File: config.mk
export PLATFORM = sky130hd
export DESIGN_NAME = missile_pool_control
export DESIGN_NICKNAME = d
export VERILOG_FILES = /design/src/rtl/missile_pool_control.sv
export SDC_FILE = /design/constraint.sdc
export NUM_CORES = 1
export LEC_CHECK = 0
export ABC_AREA = 1
export ABC_CLOCK_PERIOD_IN_PS = 1900
export BUFFER_PORTS_ARGS = -buffer_cell sky130_fd_sc_hd__buf_2
export CORE_MARGIN = 3
export CORE_UTILIZATION = 45
export CTS_CLUSTER_DIAMETER = 200
export DETAILED_ROUTE_END_ITERATION = 10
export PLACE_DENSITY = 0.74
export SETUP_SLACK_MARGIN = 0.02
export SYNTH_ARGS = -nofsm -noshare
export SYNTH_HDL_FRONTEND = slang
export SYNTH_SLANG_ARGS = --single-unit
File: constraint.sdc
create_clock -name Clk -period 1.9 [get_ports Clk]
set_input_delay 0.38 -clock Clk [delete_from_list [all_inputs] [get_ports Clk]]
set_output_delay 0.38 -clock Clk [all_outputs]
set_load 0.01 [all_outputs]
File: src/rtl/missile_pool_control.sv
// missile_pool_control
// Pool of NUM_CH independent missile slots. A launch request is granted to the
// lowest-numbered slot in Wait; each slot then flies until it reaches the ground
// or is hit, runs a frame-timed blast animation, and signals completion with a
// one-cycle done_pulse before becoming free again.
module missile_pool_control #(
    parameter int NUM_CH       = 4,
    parameter int Y_W          = 10,
    parameter int GROUND_Y     = 390,
    parameter int BLAST_FRAMES = 8,
    parameter int IDX_W        = 2
) (
    input  logic                  Clk,
    input  logic                  Reset,
    input  logic                  launch,
    input  logic                  frame_tick,
    input  logic [NUM_CH-1:0]     hit,
    input  logic [NUM_CH*Y_W-1:0] missle_Y_Pos_in,
    output logic                  launch_ack,
    output logic [IDX_W-1:0]      launch_ch,
    output logic                  pool_full,
    output logic [NUM_CH-1:0]     explored,
    output logic [NUM_CH-1:0]     exploding,
    output logic [NUM_CH*4-1:0]   blast_frame,
    output logic [NUM_CH-1:0]     done_pulse
);

    localparam logic [1:0] S_WAIT   = 2'd0;
    localparam logic [1:0] S_FLIGHT = 2'd1;
    localparam logic [1:0] S_BLAST  = 2'd2;
    localparam logic [1:0] S_DONE   = 2'd3;

    localparam logic [Y_W-1:0] GROUND_T   = Y_W'(GROUND_Y);
    localparam logic [3:0]     LAST_FRAME = 4'(BLAST_FRAMES - 1);

    logic [1:0]        state_q [NUM_CH];
    logic [1:0]        state_d [NUM_CH];
    logic [3:0]        cnt_q   [NUM_CH];
    logic [3:0]        cnt_d   [NUM_CH];
    logic [NUM_CH-1:0] free;
    logic [NUM_CH-1:0] grant;
    logic              found;

    // Allocation: grant the lowest-numbered Wait slot; a slot in Done is not free yet
    always_comb begin
        free      = '0;
        grant     = '0;
        launch_ch = '0;
        found     = 1'b0;
        for (int unsigned i = 0; i < NUM_CH; i++) begin
            free[i] = (state_q[i] == S_WAIT);
            if (launch && free[i] && !found) begin
                found     = 1'b1;
                grant[i]  = 1'b1;
                launch_ch = IDX_W'(i);
            end
        end
        launch_ack = found;
        pool_full  = ~|free;
    end

    // Per-slot next state and blast frame counter
    always_comb begin
        for (int unsigned i = 0; i < NUM_CH; i++) begin
            state_d[i] = state_q[i];
            cnt_d[i]   = cnt_q[i];
            case (state_q[i])
                S_WAIT: begin
                    if (grant[i]) state_d[i] = S_FLIGHT;
                end
                S_FLIGHT: begin
                    if (hit[i] || (missle_Y_Pos_in[i*Y_W +: Y_W] >= GROUND_T)) begin
                        state_d[i] = S_BLAST;
                        cnt_d[i]   = '0;
                    end
                end
                S_BLAST: begin
                    // The final tick leaves the counter at LAST_FRAME rather than wrapping
                    if (frame_tick) begin
                        if (cnt_q[i] == LAST_FRAME) state_d[i] = S_DONE;
                        else                        cnt_d[i]   = cnt_q[i] + 4'd1;
                    end
                end
                S_DONE:  state_d[i] = S_WAIT;
                default: state_d[i] = S_WAIT;
            endcase
        end
    end

    // State registers with synchronous reset that aborts any slot without done_pulse
    always_ff @(posedge Clk) begin
        for (int unsigned i = 0; i < NUM_CH; i++) begin
            if (Reset) begin
                state_q[i] <= S_WAIT;
                cnt_q[i]   <= '0;
            end else begin
                state_q[i] <= state_d[i];
                cnt_q[i]   <= cnt_d[i];
            end
        end
    end

    // Status outputs decoded from the registered slot states
    always_comb begin
        explored    = '1;
        exploding   = '0;
        blast_frame = '0;
        done_pulse  = '0;
        for (int unsigned i = 0; i < NUM_CH; i++) begin
            explored[i]   = (state_q[i] != S_FLIGHT);
            exploding[i]  = (state_q[i] == S_BLAST);
            done_pulse[i] = (state_q[i] == S_DONE);
            if (state_q[i] == S_BLAST) blast_frame[i*4 +: 4] = cnt_q[i];
        end
    end

endmodule
==> flow_metrics.py <==
metrics = {
    "outcome": {
        "status": "completed",
    },
    "drt": {
        "first_iter_violations": 73,
        "drc": 0,
        "wire_per_inst_microns": 10.29,
        "routed_wirelength_microns": 4807,
        "routed-via-count": 2305,
        "dr.pass1.iters": 4,
        "ant_nets": 0,
        "via_per_inst": 4.936,
    },
    "sta": {
        "finalWorstSetupSlack_ns": 0.06616,
        "hold_viol_final": 0,
        "slew_headroom_pct": 75.91,
        "worst_hold_slack_ns": 0.4922,
        "skew_ns": 0.005385,
        "period_needed_ns": 1.834,
        "setup_viol": 0,
        "max_freq_mhz": 545.3,
        "rsz0062_at_grt": "yes",
        "slew_viol_final": 0,
        "worst_pin_slew_ns": 0.3614,
        "setup-tns-final_ns": 0,
        "period_share_pct": 96.52,
    },
    "floorplanning": {
        "fp-row-count": 24,
        "start_util_pct": 47.68,
        "boundaryPins": 80,
        "fp.dieH_microns": 74.85,
        "coreArea_sq_um": 4474,
        "die_area_sq_um": 5603,
        "die_w_microns": 74.85,
    },
    "power_and_ir_drop": {
        "p_seq_share_pct": 24.5,
        "peakVddDrop_mv": 0.6144,
        "p_sw_share_pct": 49.33,
        "power_switching_uw": 1619,
        "clkPwrFrac_pct": 10.7,
        "power_density_nw_per_um2": 1248,
        "pwr-share-comb_pct": 64.9,
        "p_leak_uw": 0.001435,
        "internal_power_uw": 1663,
    },
    "clock_tree": {
        "clock_latency_ns": 0.27,
        "clk_pin_slew_ns": 0.09,
        "clock_sink_count": 24,
        "clk_path_buf_depth": 2,
        "cts_tree": "built",
        "cts_buffers": 3,
        "cts_max_level": 1,
        "clock-root-buffer": "clkbuf_8",
        "cts_hold_buf": 0,
    },
    "setup_path": {
        "slowest_stage": "dfxtp_4",
        "slowest_delay_ns": 0.37,
        "reg2reg_from": "state_q[1][0]",
        "arrival_ns": 1.45,
        "path_cells": "inv_1 > ha_1 > nand2_1 > clkinv_1 > nand4_1 > o21ai_0 > buf_2",
        "endpoint": "launch_ch[0]",
        "cp_max_fo": 4,
        "critPathCaptureType": "primary output",
        "r2r_slack_ns": 0.26,
        "r2r_cells": 8,
        "cp_data_required_time_ns": 1.52,
        "path_class": "reg2out",
        "start_kind": "flip-flop",
        "timing.rr.end": "cnt_q[1][3]",
        "crit_path_start": "state_q[3][0]",
    },
    "synth": {
        "ys_ff_latch": 24,
        "ys_warn_count": 0,
        "synth_area_sq_um": 2133,
        "yosysUniqueCellTypes": 31,
        "synth_nets": 413,
        "synth_edf_count": 0,
        "synth_ff_type": "dfxtp_1",
        "syn_inst": 341,
        "async_flop_share_pct": 0,
        "syn_area_per_cell_sq_um": 6.256,
        "yosysSeqAreaShare_pct": 22.52,
    },
    "flow_run": {
        "cap_violations": 0,
    },
    "final_layout": {
        "nets": 488,
        "n_antenna_cell": 0,
        "syn_to_final_growth_pct": 23.23,
        "drive_above_1_share_pct": 30.12,
    },
    "global_route": {
        "grt_pass1_vias": 1963,
        "track_usage_pct": 17.61,
        "grt_max_degree": 17,
        "antenna_found_initial": 0,
        "grt_pass1_wl_microns": 8052,
        "grt-ovfl-total": 0,
    },
    "place": {
        "port_buffers": 75,
        "place_ws_ns": 0.2075,
        "hpwl_microns": 3879,
        "gp_congestion": 0.8187,
    },
    "min_path": {
        "hp-class": "in2reg",
    },
}
placed cells by master (no fill, tap or decap):
master and instances:
a21oi_4 1, nand3_2 3, nand3_1 15, o21ai_2 4, inv_1 45, nor2_1 47, inv_4 1, dfxtp_2 7
a21oi_1 13, nand3b_1 3, nor3_2 1, nand2_2 5, xnor2_1 1, nor3_1 6, a31oi_1 1, nor4_2 1
buf_4 2, nor3b_1 2, buf_2 75, ha_1 19, ha_2 5, inv_2 9, o21ai_0 1, clkinv_1 3
nor2_2 2, a21oi_2 3, dfxtp_1 16, or2_2 1, nand2_1 92, dfxtp_4 1, nand4_1 26, clkbuf_8 4
synth_stat cells (4+ instances only):
| cell | count | area [sq um] |
|---|---|---|
| dfxtp_1 | 24 | 480.5 |
| ha_1 | 24 | 300.3 |
| nor3_1 | 6 | 30.03 |
| a21oi_1 | 13 | 65.06 |
| nand3_1 | 15 | 75.07 |
| inv_1 | 46 | 172.7 |
| o21ai_2 | 4 | 35.03 |
| nand4_1 | 26 | 162.7 |
| nand2_1 | 95 | 356.6 |
| inv_2 | 8 | 30.03 |
| nor2_1 | 47 | 176.4 |
repair_timing:
action,in CTS,in global routing
buffers inserted,1,0
resized for setup,4,15
setup endpoints to repair,2,15
pin swaps,1,0
how the worst min path moves through the flow:
stage | start | endpoint | slack (ns) | cells after the start
5_1_grt | Reset | cnt_q[1][1] | 0.50 | 2
4_1_cts | Reset | cnt_q[1][1] | 0.49 | 2
2_1_floorplan | cnt_q[3][3] | cnt_q[3][3] | 0.47 | 2
3_3_place_gp | cnt_q[0][3] | cnt_q[0][3] | 0.49 | 2
6_report | Reset | cnt_q[1][1] | 0.49 | 2
3_5_place_dp | cnt_q[0][3] | cnt_q[0][3] | 0.49 | 2
area by class of cell:
type                            count  area, sq um
Multi-Input combinational cell    252         1405
Tap cell                           52        65.06
Timing Repair Buffer               77        390.4
Fill cell                         448         1846
Sequential cell                    24        493.0
Clock buffer                        4        55.05
Inverter                           58        220.2
state kept, by name, summed over array words and instances (netlist names):
signal and count:
cnt_q 16, state_q 8
kinds of logic after synthesis:
family,count (synthesis),synth area share [%]
adders and majority gates,24,14.08
xor gates and xnor gates,1,0.4106
DFF,24,22.52
and+or+nand+nor,204,42.93
buffers and inverters,65,12.84
AOI/OAI and AO/OA,23,7.214
per-layer routing:
layer	vias to the layer above	GRT usage (%)	wire, microns
met3	2	2.804	190
met5	-	0	0
met4	0	3.360	32
met1	1021	21.47	2132
li1	1240	-	-
met2	42	32.59	2450
worst max-delay path: cells and delay by family (launching register included):
kind / cells / cell delay, ns
flip-flops: 1 / 0.37
buffers and inverters: 3 / 0.28
adder cells (fa/ha/maj): 1 / 0.22
AND/OR/NAND/NOR: 2 / 0.21
AO/OA/AOI/OAI: 1 / 0.10
power by group through the flow:
stage	Clock [uW]	Sequential [uW]	Combinational [uW]
after floorplan	0	756	1630
after global placement	0	783	2030
after detailed placement	0	789	2060
after CTS	359	781	2100
after global routing	377	821	2480
final	351	803	2130
metrics by stage:
stage / instance area (sq um) / power, uW / cells / util [%]
floorplan: 2133 / 2388 / 341 / -
global placement: 2527 / 2814 / 462 / 56.49
detailed placement: 2527 / 2847 / 462 / 56.49
CTS: 2599 / 3239 / 467 / 58.08
global route: 2629 / 3674 / 467 / 58.75
finish: 2629 / 3282 / 467 / 58.75
Power figures use the tool's default switching activity.
